### config.mk
export PLATFORM = sky130hd
export DESIGN_NAME = unit_a_serial
export DESIGN_NICKNAME = d
export VERILOG_FILES = /design/src/rtl/unit_a_serial.sv
export SDC_FILE = /design/constraint.sdc
export NUM_CORES = 1
export LEC_CHECK = 0
export CORE_MARGIN = 8
export CORE_UTILIZATION = 43
export CTS_CLUSTER_DIAMETER = 50
export DETAILED_ROUTE_END_ITERATION = 8
export PLACE_DENSITY = 0.65
export SYNTH_ARGS = -nofsm -noshare
export SYNTH_HDL_FRONTEND = slang
export SYNTH_SLANG_ARGS = --single-unit
export TNS_END_PERCENT = 5
### constraint.sdc
create_clock -name clk -period 11.1 [get_ports clk]
set_input_delay 2.22 -clock clk [delete_from_list [all_inputs] [get_ports clk]]
set_output_delay 2.22 -clock clk [all_outputs]
set_load 0.05 [all_outputs]
### src/rtl/unit_a_serial.sv
// Chunk-serial add/sub/negate/increment unit with registered N/Z/C/O flags and start/done handshake.
// Optional build macro UNIT_A_SAT_EN clamps the result on signed overflow.
module unit_a_serial #(
  parameter int WIDTH = 32,
  parameter int CHUNK = 8
) (
  input  logic             clk,
  input  logic             rst,
  input  logic             start,
  input  logic [WIDTH-1:0] a,
  input  logic [WIDTH-1:0] b,
  input  logic [3:0]       f,
  output logic             busy,
  output logic             done,
  output logic [WIDTH-1:0] s,
  output logic             c_out,
  output logic             O,
  output logic             N,
  output logic             Z
);

  localparam int NCH   = WIDTH / CHUNK;
  localparam int IDX_W = (NCH > 1) ? $clog2(NCH) : 1;
  localparam logic [IDX_W-1:0] LAST = IDX_W'(NCH - 1);

  typedef enum logic {IDLE, RUN} state_t;

  state_t                    state, state_nxt;
  logic                      accept, finish;
  logic [WIDTH-1:0]          a_fa, b_fa, work;
  logic                      carry;
  logic [IDX_W-1:0]          idx;
  logic [CHUNK:0]            sum_ch;
  logic [WIDTH-1:0]          sum_full;
  logic signed [WIDTH-1:0]   s_fin;
  logic                      ovf;
  logic                      unused_f;

  assign unused_f = ^f[3:2];

`ifdef UNIT_A_SAT_EN
  function automatic logic signed [WIDTH-1:0] saturate(
    input logic signed [WIDTH-1:0] raw,
    input logic                    of,
    input logic                    a_msb
  );
    logic signed [WIDTH-1:0] max_pos, min_neg;
    max_pos = {1'b0, {(WIDTH-1){1'b1}}};
    min_neg = {1'b1, {(WIDTH-1){1'b0}}};
    if (!of) return raw;
    return a_msb ? min_neg : max_pos;
  endfunction
`endif

  always_ff @(posedge clk) begin
    if (rst) state <= IDLE;
    else     state <= state_nxt;
  end

  always_comb begin
    state_nxt = state;
    accept    = 1'b0;
    finish    = 1'b0;
    busy      = 1'b0;
    case (state)
      IDLE: begin
        if (start) begin
          accept    = 1'b1;
          state_nxt = RUN;
        end
      end
      RUN: begin
        busy = 1'b1;
        if (idx == LAST) begin
          finish    = 1'b1;
          state_nxt = IDLE;
        end
      end
      default: state_nxt = IDLE;
    endcase
  end

  // Chunk adder: the current chunk is merged into the working sum combinationally
  always_comb begin
    sum_ch   = {1'b0, a_fa[int'(idx)*CHUNK +: CHUNK]}
             + {1'b0, b_fa[int'(idx)*CHUNK +: CHUNK]}
             + {{CHUNK{1'b0}}, carry};
    sum_full = work;
    sum_full[int'(idx)*CHUNK +: CHUNK] = sum_ch[CHUNK-1:0];
    ovf      = (a_fa[WIDTH-1] == b_fa[WIDTH-1]) & (sum_full[WIDTH-1] != a_fa[WIDTH-1]);
`ifdef UNIT_A_SAT_EN
    s_fin    = saturate(sum_full, ovf, a_fa[WIDTH-1]);
`else
    s_fin    = sum_full;
`endif
  end

  // Operand capture and working sum carry no reset; they are always written before use
  always_ff @(posedge clk) begin
    if (accept) begin
      a_fa <= a & ~{WIDTH{f[1]}};
      b_fa <= b ^ {WIDTH{f[1] ^ f[0]}};
    end
    if (state == RUN) work <= sum_full;
  end

  always_ff @(posedge clk) begin
    if (rst) begin
      carry <= 1'b0;
      idx   <= '0;
      done  <= 1'b0;
      s     <= '0;
      c_out <= 1'b0;
      O     <= 1'b0;
      N     <= 1'b0;
      Z     <= 1'b0;
    end else begin
      done <= finish;
      if (accept) begin
        carry <= f[1] | f[0];
        idx   <= '0;
      end else if (state == RUN) begin
        carry <= sum_ch[CHUNK];
        idx   <= finish ? '0 : idx + 1'b1;
        if (finish) begin
          s     <= s_fin;
          c_out <= sum_ch[CHUNK];
          O     <= ovf;
          N     <= s_fin[WIDTH-1];
          Z     <= (s_fin == '0);
        end
      end
    end
  end

endmodule

After elaboration in Yosys (flattened, before gate mapping)
Index checks and enable logic that the tools add are counted.

storage, ports and cells
  output and inout bits = 38
  bits of input ports = 71
  register bits = 137

operators by class
  bitwise operators = 8
  $add $sub $neg = 4
  eq/ne operators = 3
  shifts and indexed selects = 4
  multiplexer cells = 11
  reduce and logical (&&, ||, !) cells = 4

operators by type and width
  operator                 number
  $shiftx 32x6->8          2
  $neg 5->33               1
  $shift 8x33->32 const A  1
  $shiftx 8x33->32         1
  $and 32x32->32           1
  $bwmux 32                1
  $logic_not 32->1         1
  $not 32->32              1
  $xor 32x32->32           1
  $add 8x8->9              1
  $add 9x1->9              1
  $mux 1                   8
  $reduce_and 3->1         1
  $add 2x1->2 const B      1
  $eq 2x2->1 const B       1
  $mux 2                   1
  $not 1->1                2
  $pmux 1 s2               1
  $reduce_bool 2->1        1
  $reduce_or 2->1          1
  $and 1x1->1              1
  $eq 1x1->1               1
  $ne 1x1->1               1
  $or 1x1->1               1
  $xor 1x1->1              1

Logic depth before layout (Yosys ltp)
  depth after elaboration = 7
  gate-level depth with buffers = 11

Worst setup path after synthesis
Ideal clock, no wire load.

  path type = input -> register
  from = in start
  to = reg state
  data arrival time = 5498 ps
  cell stages on the path = 2
  path buffers = 0
  path slack = 5532 ps
  path through = nor2b_1 > o21ba_2

on the way
  cells in the longest elaborated chain, start to end = 2

ends and longest elaborated chain
  item                  RTL line  RTL
  start, declared       9         input logic start,
  $mux 1                67        if (start) begin
  $pmux 1 s2            65        case (state)
  end signal, assigned  57        else state <= state_nxt;
  end, declared         28        state_t state, state_nxt;

No other way between the ends.
A chain may end at the register's enable or synchronous reset.

Final worst setup path
  from = reg idx[0]
  to = reg Z

on the way
  cells in the longest elaborated chain, start to end = 6
  elaborated cells on any way between the ends = 13

ends and longest elaborated chain
  item                                       RTL line  RTL
  start, declared                            32        logic [IDX_W-1:0] idx;
  start signal, assigned                     124       idx <= finish ? '0 : idx + 1'b1;
  $shiftx 32x6->8, on equally long branches  85, 86
  $add 8x8->9                                86        + {1'b0, b_fa[int'(idx)*CHUNK +: CHUNK]}
  $add 9x1->9                                87        + {{CHUNK{1'b0}}, carry};
  $shiftx 8x33->32                           89        sum_full[int'(idx)*CHUNK +: CHUNK] = sum_ch[CHUNK-1:0];
  $bwmux 32 *                                89
  via s_fin[26]                              35        logic signed [WIDTH-1:0] s_fin;
  $logic_not 32->1 *                         130       Z <= (s_fin == '0);
  end signal, assigned                       130
  end, declared                              19        output logic Z

The timed path passes the listed nets; every way through them passes the cells marked *.

==> metrics.txt <==
Core Area between 0.01 and 0.015 mm2; first-pass GRT wire length about 22000 um; Final GP Congestion about 0.82; Post-Syn Nets 582; Slew HR 0.182; Root Buffer clkbuf_16; Non-Filler Cell Area, Final approximately 0.008 mm2; number of I/O pins about 110; vias post-DR between 4000 and 5000; Max Cap Viol 0; CTS tree built; hold crit path type reg -> reg; # fillers approximately 1200; initial antenna violation count 0; clock sink total 134; fin cells approximately 800; WL/cell around 17 um; drt total wl around 14000 um; number of synthesis warnings 0; Synth top area share 0.454; Area Overhead vs Synth 28.2%; CTS HTree Levels 4; Buf+Inv Stages, Crit Path 0; post-synthesis sequential area ratio 0.583; ys flop type edfxtp_1; syn_area_per_cell about 13 um2; Netlist cell types 63; status complete, no violations; Worst EP arrival 4.85 ns; Die W around 140 um; Tmin final 4.53 ns; Initial Util 0.434; fin crit share 0.408; Antenna Nets Post-Route 0; CP Launch Type flip-flop; Crit path required time between 10 and 15 ns; Gate Count Post-Synth about 500; postcts setup bufs 0; pin count of the biggest net entering global routing between 60 and 70; M3 GR Usage 0.0540; FP Rows 44; largest area contributor in the netlist edfxtp_1; Max Slew Vio Count 0; synthesized area 0.00622 mm2; family with the most delay on the worst path flip-flops; peak supply drop approximately 0.11 mV; RSZ-0062 raised after global routing no; initial drt markers around 230; crit path kind reg -> reg; Synth async-reset ratio 0; cell chain of the critical path mux4_2 -> fa_1 -> fa_1 -> xnor2_1 -> o2bb2ai_1 -> or4_1 -> nor4_2 -> o2111ai_1 -> o41ai_2; CTS resizes 0; dpl hpwl 9490 um; dpl cell area 0.00742 mm2; slowest stage delay, CP a little over 0.9 ns; total gr overflow 0; setup TNS 0 ns; power per cell area approximately 170 mW/mm2; Top Usage Layer GRT met2; Residual DRC 0; via count of the first global-routing pass 4471; Total Die Area ~0.019 mm2; dpl cells approximately 760; met1 Usage GRT 0.182; clk_skew a little over 0.009 ns; FMAX around 0.22 GHz; register area about 0.0036 mm2; Total GRT Usage 0.157; cts hold-fix bufs 0; clk_lat worst skew roughly 0.42 ns; Port Buffers between 100 and 150; vias per cell 5.27; layout cells sized above 1 0.0985; Die Ht approximately 140 um; Crit. End Element flip-flop; Final Hold Violating Endpoints 0; Clk pin slew, worst setup/hold paths around 0.060 ns; global routing met2 resource utilization 0.257; top post-synthesis cells by area edfxtp_1 45%, dfxtp_1 13%, mux4_2 5.8%, xor2_1 4.6%, nor2b_1 4.1%; CTS Buf Count 17; worst-path fanout max 32; Final setup viols 0; Final nets about 680; clk buf depth 2; Most common cell on crit path fa_1; Post-synth EDFFs 94; footprint of the multi-input gates between 0.002 and 0.0025 mm2; ant diodes 0; Crit-path slowest cell dfxtp_2; Pleak 2.83 nW; drt pass-1 iters 4; post-synthesis register bit count 134; Slew @ Worst Pin around 1.2 ns
-- state kept, by name, summed over array words and instances, names as in the netlist --
register	flops
a_fa	32
b_fa	32
s	32
work	30
idx	2
O	1
Z	1
c_out	1
carry	1
done	1
state	1
-- per-stage QoR --
step | util | power (mW) | hold WS [ns] | setup slack, ns
6_report | 0.557 | 1.32 | 0.460 | 6.57
5_1_grt | 0.557 | 1.37 | 0.481 | 6.30
4_1_cts | 0.557 | 1.33 | 0.464 | 6.57
3_5_place_dp | 0.518 | 0.813 | 0.456 | 6.37
3_3_place_gp | 0.518 | 0.806 | 0.450 | 6.44
2_1_floorplan | - | 0.738 | 0.518 | 5.53
-- kinds of logic (layout without fill, tap and decap cells) --
logic type,Yosys count,after routing,share of synthesized area
compound gates,80,80,0.0984
xor+xnor,37,37,0.0533
fa+ha+maj,15,15,0.0326
buf+inv,45,158,0.0302
flops,134,134,0.583
mux,17,17,0.0596
simple gates,168,168,0.143
-- routing by layer --
layer  share of wire  wire [um]  vias to the layer above
li1                -          -                     2020
met1            0.42       5720                     2009
met2            0.50       6840                      134
met3           0.069        946                       17
met4           0.017        235                        0
met5               0          0                        -
-- path summary, 6_finish.rpt --
| check | to | slack, ns | cells after the start | from |
|---|---|---|---|---|
| worst max-delay path | Z$_SDFFE_PP0P_ | 6.57 | 9 | idx[0]$_SDFFE_PP0P_ |
| worst min-delay path | s[29]$_SDFFE_PP0P_ | 0.46 | 2 | s[29]$_SDFFE_PP0P_ |
| worst max register to register | Z$_SDFFE_PP0P_ | 6.57 | 9 | idx[0]$_SDFFE_PP0P_ |
| worst min register to register | s[29]$_SDFFE_PP0P_ | 0.46 | 2 | s[29]$_SDFFE_PP0P_ |
-- synth_stat cells, types with 7 or more instances --
cell type,number
o21ai_0,9
ha_1,13
nor3_1,23
dfxtp_1,40
xor2_1,33
a21oi_1,12
nor2b_1,41
nand2_1,8
inv_1,16
nor2_1,61
o2bb2ai_1,13
mux4_2,16
a22o_1,7
clkbuf_1,18
edfxtp_1,94
-- tightest hold or removal path: cells and delay by family, from the launching register on --
family          cells  cell delay, ns
flops               1            0.31
compound gates      1            0.05
simple gates        1            0.05
-- report_power, final --
group,switching [mW],internal (mW),leakage (nW),total [mW]
sequential,0.0151,0.579,1.23,0.595
clock,0.200,0.316,0.277,0.516
combinational,0.119,0.0907,1.32,0.209
total,0.334,0.986,2.83,1.32
-- layout by cell type, fill, tap and decap left out, drive strengths merged, types with 2 or more instances in the layout --
master,instances
a211oi,2
a31o,3
a21oi,13
buf,4
edfxtp,94
nand2b,3
o22a,2
ha,13
inv,19
nand2,8
nor4,5
clkinv,4
xor2,34
mux4,16
clkdlybuf4s50,106
o2bb2ai,13
o21a,6
or3,2
o21ai,9
a31oi,2
and2b,2
a41o,2
a21o,4
nand3,5
and2,5
nor2b,42
a22o,7
nor3b,2
nor2,61
clkbuf,25
nor3,23
fa,2
or4,2
xnor2,3
dfxtp,40
a22oi,4
or4bb,2
o22ai,2
-- layout make-up --
cell class / count / share of cell area
Sequential cell: 134 / 0.455
Timing Repair Buffer: 110 / 0.137
Clock inverter: 7 / 0.00534
Tap cell: 184 / 0.0289
Inverter: 16 / 0.00754
Multi-Input combinational cell: 317 / 0.303
Clock buffer: 25 / 0.0636
No activity file was read; power rests on OpenSTA's default activity.
